[config.mk]
export PLATFORM = sky130hd
export DESIGN_NAME = noc_packet_injector
export DESIGN_NICKNAME = d
export VERILOG_FILES = /design/src/rtl/noc_packet_injector.sv
export SDC_FILE = /design/constraint.sdc
export NUM_CORES = 1
export LEC_CHECK = 0
export CORE_MARGIN = 3
export CORE_UTILIZATION = 35
export CTS_CLUSTER_SIZE = 40
export DETAILED_ROUTE_END_ITERATION = 8
export SYNTH_ARGS = -nofsm -noshare
export SYNTH_HDL_FRONTEND = slang
export SYNTH_SLANG_ARGS = --single-unit
[constraint.sdc]
create_clock -name Clock -period 4.7 [get_ports Clock]
set_input_delay 1.175 -clock Clock [delete_from_list [all_inputs] [get_ports Clock]]
set_output_delay 1.175 -clock Clock [all_outputs]
set_load 0.005 [all_outputs]
[src/rtl/noc_packet_injector.sv]
// rtl/noc_packet_injector.sv - button/switch driven packet injector for the NoC ingress stream
// Optional macro INJECTOR_DEBOUNCE_BYPASS_EN: drop the debounce counters and take press
// strobes straight from the synchronizer edges (fast simulation only).
module noc_packet_injector #(
  parameter int DATA_WIDTH     = 32,
  parameter int MAX_PACKET_LEN = 8,
  parameter int NET_ADDR       = 4,
  parameter int DEBOUNCE_COUNT = 1250000
) (
  input  logic                              Clock,
  input  logic                              Reset,
  input  logic [1:0]                        Buttons,
  input  logic [DATA_WIDTH-1:0]             Switches,
  output logic [DATA_WIDTH-1:0]             TxData,
  output logic                              TxValid,
  input  logic                              TxReady,
  output logic                              TxLast,
  output logic [$clog2(MAX_PACKET_LEN)-1:0] Count,
  output logic                              Overflow,
  output logic                              Busy
);

  localparam int CW    = $clog2(MAX_PACKET_LEN);
  localparam int DEPTH = MAX_PACKET_LEN - 1;
  localparam logic [CW-1:0] FULL = CW'(DEPTH);

  localparam logic [1:0] ST_IDLE    = 2'd0;
  localparam logic [1:0] ST_HEADER  = 2'd1;
  localparam logic [1:0] ST_PAYLOAD = 2'd2;

  logic [1:0]            state;
  logic [CW-1:0]         idx;
  logic [DATA_WIDTH-1:0] header;
  logic [DATA_WIDTH-1:0] header_next;
  logic [DATA_WIDTH-1:0] stage_mem [DEPTH];
  logic [1:0]            sync1;
  logic [1:0]            sync2;
  logic [1:0]            press;
  logic                  append_ok;
  logic [CW-1:0]         count_after;
  logic                  xfer;

`ifdef INJECTOR_DEBOUNCE_BYPASS_EN
  logic [1:0] sync3;

  // Synchronize the raw buttons and keep one extra stage for edge detection
  always_ff @(posedge Clock) begin
    if (Reset) begin
      sync1 <= '0;
      sync2 <= '0;
      sync3 <= '0;
    end else begin
      sync1 <= Buttons;
      sync2 <= sync1;
      sync3 <= sync2;
    end
  end

  assign press = sync2 & ~sync3;
`else
  localparam int DBW = $clog2(DEBOUNCE_COUNT + 1);
  localparam logic [DBW-1:0] DB_MAX = DBW'(DEBOUNCE_COUNT - 1);

  logic [DBW-1:0] db_cnt [2];
  logic [1:0]     level;
  logic [1:0]     level_d;

  // Two-flop synchronizer followed by a per-button stability counter
  always_ff @(posedge Clock) begin
    if (Reset) begin
      sync1   <= '0;
      sync2   <= '0;
      level   <= '0;
      level_d <= '0;
      for (int i = 0; i < 2; i++) db_cnt[i] <= '0;
    end else begin
      sync1   <= Buttons;
      sync2   <= sync1;
      level_d <= level;
      for (int i = 0; i < 2; i++) begin
        if (sync2[i] == level[i]) begin
          db_cnt[i] <= '0;
        end else if (db_cnt[i] == DB_MAX) begin
          level[i]  <= sync2[i];
          db_cnt[i] <= '0;
        end else begin
          db_cnt[i] <= db_cnt[i] + 1'b1;
        end
      end
    end
  end

  // Only debounced rising edges count as presses; releases are ignored
  assign press = level & ~level_d;
`endif

  assign xfer    = TxValid && TxReady;
  assign TxValid = (state == ST_HEADER) || (state == ST_PAYLOAD);
  assign Busy    = TxValid;

  // Append is resolved before send so a same-cycle send sees the new length
  always_comb begin
    append_ok   = press[0] && (Count != FULL);
    count_after = append_ok ? Count + 1'b1 : Count;
    header_next = '0;
    header_next[NET_ADDR-1:0] = Switches[NET_ADDR-1:0];
    header_next[15:8]         = 8'(count_after);
  end

  // Staging buffer write; no reset needed since Count gates every read
  always_ff @(posedge Clock) begin
    if (!Reset && state == ST_IDLE && append_ok) stage_mem[Count] <= Switches;
  end

  // Packet sequencer: collect in IDLE, then stream header and payload
  always_ff @(posedge Clock) begin
    if (Reset) begin
      state    <= ST_IDLE;
      Count    <= '0;
      Overflow <= 1'b0;
      idx      <= '0;
      header   <= '0;
    end else begin
      case (state)
        ST_IDLE: begin
          Count <= count_after;
          if (press[0] && !append_ok) Overflow <= 1'b1;
          if (press[1]) begin
            header <= header_next;
            state  <= ST_HEADER;
          end
        end
        ST_HEADER: begin
          if (xfer) begin
            idx   <= '0;
            state <= (Count == '0) ? ST_IDLE : ST_PAYLOAD;
          end
        end
        ST_PAYLOAD: begin
          if (xfer) begin
            if (idx == Count - 1'b1) begin
              state    <= ST_IDLE;
              Count    <= '0;
              Overflow <= 1'b0;
              idx      <= '0;
            end else begin
              idx <= idx + 1'b1;
            end
          end
        end
        default: state <= ST_IDLE;
      endcase
    end
  end

  // Stream word and last flag derive from held state, so they are stable under stall
  always_comb begin
    TxData = '0;
    TxLast = 1'b0;
    case (state)
      ST_HEADER: begin
        TxData = header;
        TxLast = (Count == '0);
      end
      ST_PAYLOAD: begin
        TxData = stage_mem[idx];
        TxLast = (idx == Count - 1'b1);
      end
      default: begin
        TxData = '0;
        TxLast = 1'b0;
      end
    endcase
  end

endmodule

==> results of run 1 <==
## worst paths after layout
path / from / end / slack [ps] / cells past startpoint
setup / recovery: Count[0] / TxLast / 620 / 6
hold / removal: sync1[1] / sync2[1] / 440 / 1
setup reg to reg: Count[0] / stage_mem[3][11] / 1990 / 7
hold reg to reg: sync1[1] / sync2[1] / 440 / 1
## worst max-delay path, cell delays in order, from the launching register on
cell	delay (ps)
dfxtp_1	470
inv_1	140
ha_1	360
xnor2_1	180
nor3_2	440
a32o_1	250
clkdlybuf4s50_1	520
## registers in the layout, summed over array words and instances, names as in the netlist, named ones only
| name | count |
|---|---|
| Count | 3 |
| Overflow | 1 |
| db_cnt | 42 |
| header | 7 |
| idx | 3 |
| level | 2 |
| level_d | 2 |
| stage_mem | 224 |
| state | 2 |
| sync1 | 2 |
| sync2 | 2 |
## cell usage after synthesis (4+ instances only)
cell type / n / area (sq um)
a211oi_1: 4 / 30.0
a21oi_1: 18 / 90.1
and2_1: 5 / 31.3
and4_1: 4 / 35.0
buf_1: 6 / 22.5
buf_2: 10 / 50.1
buf_4: 5 / 37.5
clkbuf_1: 20 / 75.1
dfxtp_1: 27 / 541
edfxtp_1: 266 / 7990
ha_1: 10 / 125
inv_1: 14 / 52.6
mux2i_1: 68 / 681
mux4_2: 32 / 721
nand2_1: 59 / 221
nand3_1: 9 / 45.0
nand4_1: 16 / 100
nor2_1: 74 / 278
nor2b_1: 8 / 50.1
nor3_1: 8 / 40.0
nor4_1: 7 / 43.8
o21ai_0: 49 / 245
o31ai_1: 9 / 67.6
or3_1: 11 / 68.8
or4_1: 7 / 52.6
xnor2_1: 16 / 140
xor2_1: 14 / 123
## cell families after synthesis
kind of cell / count (synthesis)
buffers and inverters: 56
multiplexers: 101
XOR/XNOR: 31
adder cells (fa/ha/maj): 10
other: 1
flip-flops: 293
AND/OR/NAND/NOR: 230
AO/OA/AOI/OAI: 96
## metrics by stage
step,util [%],total power [W],cell area (sq um)
floorplan,-,0.00298,12500
global placement,39.9,0.00306,13800
detailed placement,39.9,0.00306,13800
CTS,43.0,0.00560,14900
global route,43.0,0.00571,14900
finish,43.0,0.00553,14900
## cells in the final DEF (no fill, tap or decap), types with 4 or more instances in the layout
cell	n
clkdlybuf4s50_1	75
nor3_1	5
nand2_1	59
clkbuf_16	32
a21oi_1	18
nand4_1	16
mux4_2	32
a211oi_1	4
ha_1	10
nor4_1	7
and4_1	4
buf_4	22
xor2_1	14
o21ai_0	49
nand3_1	9
clkinv_2	7
or3_1	11
nor2_4	4
mux2i_1	68
edfxtp_1	266
inv_1	14
dfxtp_1	24
nor3_2	4
o31ai_1	9
conb_1	42
nor2_1	70
nor2b_1	8
clkbuf_1	6
or4_1	7
and2_1	5
xnor2_1	16
bufinv_16	5
## final cells by class
| type | instances | area share (%) |
|---|---|---|
| Sequential cell | 293 | 57.3 |
| Multi-Input combinational cell | 510 | 25.2 |
| Timing Repair Buffer | 97 | 6.15 |
| Clock buffer | 41 | 5.81 |
| Tap cell | 455 | 3.82 |
| Clock inverter | 15 | 1.39 |
| Inverter | 14 | 0.353 |
## power by group
group	switching [W]	internal, W
Sequential	0.0000217	0.00286
Combinational	0.0000693	0.0000552
Clock	0.000964	0.00156
## layer usage
metal	vias up	global-route usage (%)	share of wire [%]
li1	3355	-	-
met1	3500	18.8	47
met2	131	21.2	47
met3	27	2.17	4.4
met4	0	2.63	1.6
met5	-	0	0
==> results.md, run 1 <==
* Status: completed
* Cts hold-fix bufs at 0
* N_diodes at 0
* Slew Limit Fails at 0
* Dpl hpwl at 15,200 um
* Num ports at 76
* Final nets at 993
* Normalized max-slew margin at around 50%
* Multiplexer share of the synthesized area at 11.5%
* CP Capture Type: output pin
* GPL Wtd Cong at 0.791
* CP Max Fanout at 7
* Postcts setup bufs at 0
* Die area at 37,500 sq um
* Global-route wire length before repair at between 30,000 and 40,000 um
* LEAKAGE at 4.59 nW
* Max-cap violations at 0
* FF+latch count, synth at 293
* Fill cell count at around 3,100
* Synth Area in Simple Gates at under 10%
* Clock sink count at a little under 300
* Clock-pin transition on the worst setup and hold timing paths at approximately 60 ps
* Via count at 7,013
* Total track usage at 13.1%
* Chip width at 194 um
* Ys flop type: edfxtp_1
* FFs w/ async S/R, synth at 0%
* Post_cts resized at 0
* 1st-pass router iterations at 5
* Total gr overflow at 0
* Starting Density at 35.6%
* Final std cells w/o fill at ~1,400
* Yosys cell types at 54
* Synthesized cell area at 12,300 sq um
* Buffers on Ports at 75
* Setup TNS at 0 ps
* Post-synth EDFFs at 266
* Worst-Skew Late Latency at 550 ps
* RSZ-0062 raised after global routing: no
* Achievable Freq at 245 MHz
* Drt drc at 0
* Hold/Removal Path Class: reg -> reg
* CTS Buffer Depth at 3
* Pre-CTS setup slack at ~1100 ps
* Largest net degree at the start of global routing at 63
* Peak supply drop at a little under 0.3 mV
* Synth Area in Compound Gates at 4.58%
* Placed cells at about 1,400
* WS Path Type: reg -> out
* Initial antenna violation count at 0
* Die Y at 194 um
* ANT nets after route at 0
* # rows at between 60 and 70
* Worst setup margin at 625 ps
* Adder-Cell Fraction of Synth Area at 1.02%
* Wire per inst at 17.4 um
* Number of buffers created by CTS at 30
* Hold slack final at 436 ps
* Final hold violation count at 0
* Area of the multi-input gates at approximately 3700 sq um
* Crit path DAT at between 2000 and 3000 ps
* Setup-failing EPs final at 0
* Startpoint types: register
* Max Clock Skew at 14.2 ps
* Crit share post-route at 86.7%
* Vias/cell at 4.92
* Main combinational cell family by area after synthesis: multiplexers
* Root buffer cell: clkbuf_16
* Fraction of synthesized cell area in xor and xnor cells at 2.32%
* TritonCTS clock tree: yes
* Register area at 8540 sq um
* Register area share after synthesis at 69.2%
* Yosys warns at 0
* Synthesized instance count at 818
* H-tree levels at 1
* CP required at about 3500 ps
* Period minus WS final at 4080 ps
* Core footprint at roughly 35,000 sq um
* Syn Area/Cell at 15.1 sq um
* Pwr/cell area at 371 nW/um^2
* Layout cells sized above 1 at 12.6%
* Worst slew pin tran at 743 ps
* Drt total wl at between 20,000 and 25,000 um
* Area Growth Syn to Fin at 20.8%
* Initial DRC Count at 447
* Vias in the first global route at around 7,000
Power figures use the tool's default switching activity.
==> inputs of run 2 (changes only) <==
--- a/config.mk
+++ b/config.mk
@@ -5,6 +5,7 @@
 export SDC_FILE = /design/constraint.sdc
 export NUM_CORES = 1
 export LEC_CHECK = 0
+export CAP_MARGIN = 20
 export CORE_MARGIN = 3
 export CORE_UTILIZATION = 35
 export CTS_CLUSTER_SIZE = 40
==> constraint.sdc (replaced) <==
create_clock -name Clock -period 4.7 [get_ports Clock]
set_input_delay 0.94 -clock Clock [delete_from_list [all_inputs] [get_ports Clock]]
set_output_delay 0.94 -clock Clock [all_outputs]
set_load 0.005 [all_outputs]
==> results.md, run 2 (synthesis gave the netlist of run 1 again) <==
* Critical R2R Launch: Count[0] (unchanged)
* Clock sink count at 293 (unchanged)
* CP bufs+invs at 2 (unchanged)
* Vias/cell at 4.88 (was 4.92)
* Total track usage at 13.1% (about the same)
* Max Clock Skew at 10.3 ps (was 14.2 ps)
* Initial DRC Count at 395 (was 447)
* Total gr overflow at 0 (unchanged)
* CP Max Fanout at 32 (was 7)
* Largest net degree at the start of global routing at 57 (was 63)
* Drt drc at 0 (unchanged)
* Largest stage delay on the critical path at 760 ps (was 520 ps)
* Dpl hpwl at 15,000 um (was 15,200 um)
* Setup TNS at 0 ps (unchanged)
* Top routing layer in use: met4 (unchanged)
* Achievable Freq at 252 MHz (was 245 MHz)
* CTS Buffer Depth at 3 (unchanged)
* Status: completed (unchanged)
* M1 wire length at 11,600 um (about the same)
* Placed cells at 1,366 (was 1,369)
* GPL Wtd Cong at 0.750 (was 0.791)
* Post_cts resized at 0 (unchanged)
* Number of buffers created by CTS at 31 (was 30)
* ANT nets after route at 0 (unchanged)
* Crit share post-route at 84.4% (was 86.7%)
* Peak supply drop at 0.243 mV (was 0.292 mV)
* Max-cap violations at 0 (unchanged)
* Chip width at 194 um (unchanged)
* Period minus WS final at 3970 ps (was 4080 ps)
* CP required at 3760 ps (was 3520 ps)
* # rows at 68 (unchanged)
* Commonest cells after routing, fill and taps aside: edfxtp_1 (266), clkdlybuf4s50_1 (75), nor2_1 (70) (unchanged)
* Initial antenna violation count at 0 (unchanged)
* Max stage delay cell, worst path: dfxtp_4 (was clkdlybuf4s50_1)
* Global-route wire length before repair at 39,700 um (was 39,900 um)
* Commonest non-fill, non-tap cell in the layout: edfxtp_1 (unchanged)
* Wire per inst at 17.6 um (was 17.4 um)
* Starting Density at 35.6% (unchanged)
* Worst slew pin tran at 712 ps (was 743 ps)
* WS Path Type: reg -> out (unchanged)
* Cells along the critical path: buf_4 -> mux4_2 -> mux2i_1 -> nor2_1 -> clkdlybuf4s50_1 (was inv_1 -> ha_1 -> xnor2_1 -> nor3_2 -> a32o_1 -> clkdlybuf4s50_1)
* Cts hold-fix bufs at 0 (unchanged)
* Area Growth Syn to Fin at 19.6% (was 20.8%)
* Fin area at 14,700 sq um (was 14,900 sq um)
* Pwr/cell area at 359 nW/um^2 (was 371 nW/um^2)
* Biggest regs: stage_mem: 224 flops, db_cnt: 42 flops, header: 7 flops (unchanged)
* Slew Limit Fails at 0 (unchanged)
* Normalized max-slew margin at 52.5% (was 50.4%)
* Hold Startpoint: sync1[1] (unchanged)
* Die area at 37,500 sq um (unchanged)
* H-tree levels at 1 (unchanged)
* DR WL met3 at 869 um (was 1100 um)
* Worst-Skew Late Latency at 570 ps (was 550 ps)
* RSZ-0062 raised after global routing: no (unchanged)
* Max reg flops at 224 (unchanged)
* Routed wl met2 at 11,900 um (was 11,800 um)
* Cell family with most CP delay: buffers and inverters (unchanged)
* Setup-failing EPs final at 0 (unchanged)
* Drt total wl at 24,900 um (about the same)
* TritonCTS clock tree: yes (unchanged)
* Layout cells sized above 1 at 11.1% (was 12.6%)
* Die Y at 194 um (unchanged)
* DP Area at 13,800 sq um (about the same)
* Postcts setup bufs at 0 (unchanged)
* Worst setup margin at 731 ps (was 625 ps)
* Hold slack final at 441 ps (was 436 ps)
* Pre-CTS setup slack at 1270 ps (was 1130 ps)
* CP Capture Type: output pin (unchanged)
* Clock-pin transition on the worst setup and hold timing paths at 60 ps (about the same)
* Final hold violation count at 0 (unchanged)
* Final nets at 991 (was 993)
* Core footprint at 34,600 sq um (unchanged)
* Startpoint types: register (unchanged)
* Via count at 6,935 (was 7,013)
* Root buffer cell: clkbuf_16 (unchanged)
* Buffers on Ports at 75 (unchanged)
* Crit path DAT at 3030 ps (was 2900 ps)
* 1st-pass router iterations at 4 (was 5)
* Vias in the first global route at 7,032 (was 6,965)
* Reg with most FFs: stage_mem (unchanged)
* Hold/Removal Path Class: reg -> reg (unchanged)
* Num ports at 76 (unchanged)
* Final std cells w/o fill at 1,420 (was 1,425)
* LEAKAGE at 4.50 nW (was 4.59 nW)
-- run 2: metal layers --
layer	up-vias	global-route usage, %
li1	3348	-
met2	95	21.9
met1	3453	18.0
met4	0	3.16
met5	-	0
met3	39	1.95
-- run 2: layout make-up --
| class | count | area [sq um] |
|---|---|---|
| clock inverter | 13 | 130 |
| timing repair buffer | 94 | 893 |
| antenna | 1 | 2.50 |
| inverter | 14 | 52.6 |
| sequential | 293 | 8540 |
| multi-input combinational | 510 | 3750 |
| fill | 3092 | 19900 |
| tap | 455 | 569 |
| clock buffer | 40 | 810 |
-- run 2: worst register-to-register path: stages (launching register included) --
cell and delay (ps):
dfxtp_1 380, ha_1 230, ha_1 210, nand4bb_1 230, nor2_1 180, nand2_1 230
nor2_4 630, buf_4 320
-- run 2: stage by stage --
stage | util, % | total power (W)
final | 42.6 | 0.00529
after global routing | 42.6 | 0.00547
after CTS | 42.6 | 0.00536
after detailed placement | 39.8 | 0.00306
after global placement | 39.8 | 0.00305
after floorplan | - | 0.00298
-- run 2: power by group --
part           switching, W  internal, W  total, W
Combinational     0.0000677    0.0000553  0.000123
Clock              0.000970      0.00132   0.00229
Sequential        0.0000218      0.00286   0.00288
Total               0.00106      0.00423   0.00529
-- run 2: worst paths after layout --
check | slack (ps) | end | cells past startpoint
worst min-delay path | 440 | sync2[1] | 1
worst max-delay path | 730 | TxData[4] | 5
worst max register to register | 1980 | stage_mem[2][24] | 7
worst min register to register | 440 | sync2[1] | 1
==> inputs of run 3 (changes only) <==
==> constraint.sdc (replaced) <==
create_clock -name Clock -period 3.3 [get_ports Clock]
set_input_delay 0.66 -clock Clock [delete_from_list [all_inputs] [get_ports Clock]]
set_output_delay 0.66 -clock Clock [all_outputs]
set_load 0.005 [all_outputs]
==> results.md, run 3 (synthesis gave the netlist of run 1 again) <==
* Status: completed (unchanged)
* Num ports at 76 (unchanged)
* Cts hold-fix bufs at 0 (unchanged)
* Wire per inst at 18.1 um (was 17.6 um)
* Final hold violation count at 0 (unchanged)
* Drt total wl at 26,000 um (was 24,900 um)
* TritonCTS clock tree: yes (unchanged)
* N_diodes at 0 (was 1)
* Switching Fraction at 20.1% (was 20.0%)
* ANT nets after route at 0 (unchanged)
* Normalized max-slew margin at 54.1% (was 52.5%)
* Total gr overflow at 0 (unchanged)
* # rows at 68 (unchanged)
* WS Path Type: reg -> out (unchanged)
* Comb power frac at 2.3% (about the same)
* Area Growth Syn to Fin at 22.6% (was 19.6%)
* Max stage delay cell, worst path: mux4_2 (was dfxtp_4)
* Commonest cells after routing, fill and taps aside: edfxtp_1 (266), clkdlybuf4s50_1 (73), nor2_1 (70) (was edfxtp_1 (266), clkdlybuf4s50_1 (75), nor2_1 (70))
* Cells along the critical path: buf_4 -> mux4_2 -> mux2i_1 -> o21ai_0 -> clkdlybuf4s50_1 (was buf_4 -> mux4_2 -> mux2i_1 -> nor2_1 -> clkdlybuf4s50_1)
* Worst setup margin at 96.5 ps (was 731 ps)
* Reg with most FFs: stage_mem (unchanged)
* Setup-failing EPs final at 0 (unchanged)
* Worst-Skew Late Latency at 510 ps (was 570 ps)
* Max-cap violations at 0 (unchanged)
* Hold Startpoint: sync1[0] (was sync1[1])
* Max Clock Skew at 17.2 ps (was 10.3 ps)
* Hold EP: sync2[0] (was sync2[1])
* Reg2reg path depth at 7 (unchanged)
* H-tree levels at 2 (was 1)
* CP Capture Type: output pin (unchanged)
* Max reg flops at 224 (unchanged)
* Number of buffers created by CTS at 34 (was 31)
* Final design utilization at 43.6% (was 42.6%)
* Crit path DAT at 2540 ps (was 3030 ps)
* 1st-pass router iterations at 4 (unchanged)
* Starting Density at 35.6% (unchanged)
* Total track usage at 13.8% (was 13.1%)
* CTS Buffer Depth at 3 (unchanged)
* LEAKAGE at 4.70 nW (was 4.50 nW)
* Global-route wire length before repair at 41,300 um (was 39,700 um)
* Hold path cells at 1 (unchanged)
* Clock power share at 46.0% (was 43.2%)
* Hold slack final at 438 ps (was 441 ps)
* Hold/Removal Path Class: reg -> reg (unchanged)
* RSZ-0062 raised after global routing: yes (was no)
* GPL Wtd Cong at 0.760 (was 0.750)
* Peak supply drop at 0.394 mV (was 0.243 mV)
* Buffers on Ports at 75 (unchanged)
* Vias in the first global route at 7,132 (was 7,032)
* Drt drc at 0 (unchanged)
* Clock sink count at 293 (unchanged)
* Dpl hpwl at 15,300 um (was 15,000 um)
* Initial antenna violation count at 0 (unchanged)
* Layout cells sized above 1 at 13.3% (was 11.1%)
* Cell family with most CP delay: buffers and inverters (unchanged)
* Area of the multi-input gates at 3770 sq um (was 3750 sq um)
* Register area at 8540 sq um (about the same)
* Root buffer cell: clkbuf_16 (unchanged)
* Int Pwr at 0.00634 W (was 0.00423 W)
* Psw at 0.00159 W (was 0.00106 W)
* Largest net degree at the start of global routing at 41 (was 57)
* Chip width at 194 um (unchanged)
* Via count at 7,111 (was 6,935)
* Period minus WS final at 3200 ps
* FF-to-FF setup slack at 890 ps (was 1980 ps)
* Sequential share of power at 51.7% (was 54.4%)
* Die area at 37,500 sq um (unchanged)
* Clock-pin transition on the worst setup and hold timing paths at 60 ps (about the same)
* Core footprint at 34,600 sq um (unchanged)
* CP bufs+invs at 2 (unchanged)
* R2R Path End: stage_mem[4][18] (was stage_mem[2][24])
* Pwr/cell area at 525 nW/um^2 (was 359 nW/um^2)
* Initial DRC Count at 443 (was 395)
* Slew Limit Fails at 0 (unchanged)
* Crit share post-route at 97.1%
* CP Max Fanout at 11 (was 32)
* Final nets at 999 (was 991)
* Achievable Freq at 312 MHz
* Vias/cell at 4.96 (was 4.88)
* Commonest non-fill, non-tap cell in the layout: edfxtp_1 (unchanged)
* CP required at 2640 ps (was 3760 ps)
* Startpoint types: register (unchanged)
* Biggest regs: stage_mem: 224 flops, db_cnt: 42 flops, header: 7 flops (unchanged)
* Critical R2R Launch: Count[0] (unchanged)
* Fill cell count at 3,119 (was 3,092)
* Largest stage delay on the critical path at 530 ps (was 760 ps)
* Pre-CTS setup slack at 367 ps (was 1270 ps)
* Die Y at 194 um (unchanged)
* PnR Total Power at 0.00793 W (was 0.00529 W)
* Worst slew pin tran at 687 ps (was 712 ps)
==> run 3: cell types whose count changed in the layout (fill, tap and decap cells not counted), sizes merged, moves of 2 or more <==
cell and change:
dlymetal6s2s +2, clkinvlp -2, clkdlybuf4s50 -2, clkbuf +2, clkinv +9, buf +5
==> run 3: worst max-delay path by stage <==
| stage | from | end | slack [ps] | depth (start not counted) |
|---|---|---|---|---|
| 2_1_floorplan | Count[0] | stage_mem[0][0] | -580 | 6 |
| 3_3_place_gp | state[0] | TxData[3] | 480 | 5 |
| 3_5_place_dp | state[0] | TxData[3] | 370 | 5 |
| 4_1_cts | register | TxData[30] | 10 | 5 |
| 5_1_grt | register | TxData[27] | -60 | 5 |
| 6_report | register | TxData[8] | 100 | 5 |
==> run 3: through the flow <==
stage / setup TNS (ps) / instances / area [sq um]
after floorplan: -37330 / 859 / 12500
after global placement: 0 / 1370 / 13900
after detailed placement: 0 / 1370 / 13900
after CTS: 0 / 1433 / 15100
after global routing: -217 / 1433 / 15100
final: 0 / 1433 / 15100
==> run 3: area by class of cell <==
type	count	share of cell area (%)
Inverter	14	0.348
Clock inverter	20	1.29
Sequential cell	293	56.6
Timing Repair Buffer	99	7.07
Clock buffer	42	5.97
Tap cell	455	3.77
Multi-Input combinational cell	510	25.0
==> run 3: what timing repair did <==
action / CTS / global route
buffers inserted: 1 / 0
endpoints found under the setup margin: 32 / 31
gates resized for setup: 5 / 11
endpoints found under the hold margin: 0 / 0
==> run 3: power by group through the flow <==
| stage | sequential (W) | combinational (W) | clock (W) |
|---|---|---|---|
| after floorplan | 0.00417 | 0.0000766 | 0 |
| after global placement | 0.00418 | 0.000175 | 0 |
| after detailed placement | 0.00418 | 0.000180 | 0 |
| final | 0.00410 | 0.000182 | 0.00365 |
| after CTS | 0.00410 | 0.000181 | 0.00376 |
| after global routing | 0.00410 | 0.000203 | 0.00391 |
==> run 3: metal layers <==
| metal | GRT usage (%) | wire length (um) |
|---|---|---|
| met5 | 0 | 0 |
| met3 | 2.36 | 1190 |
| met4 | 3.72 | 561 |
| met1 | 19.3 | 11900 |
| met2 | 22.4 | 12300 |
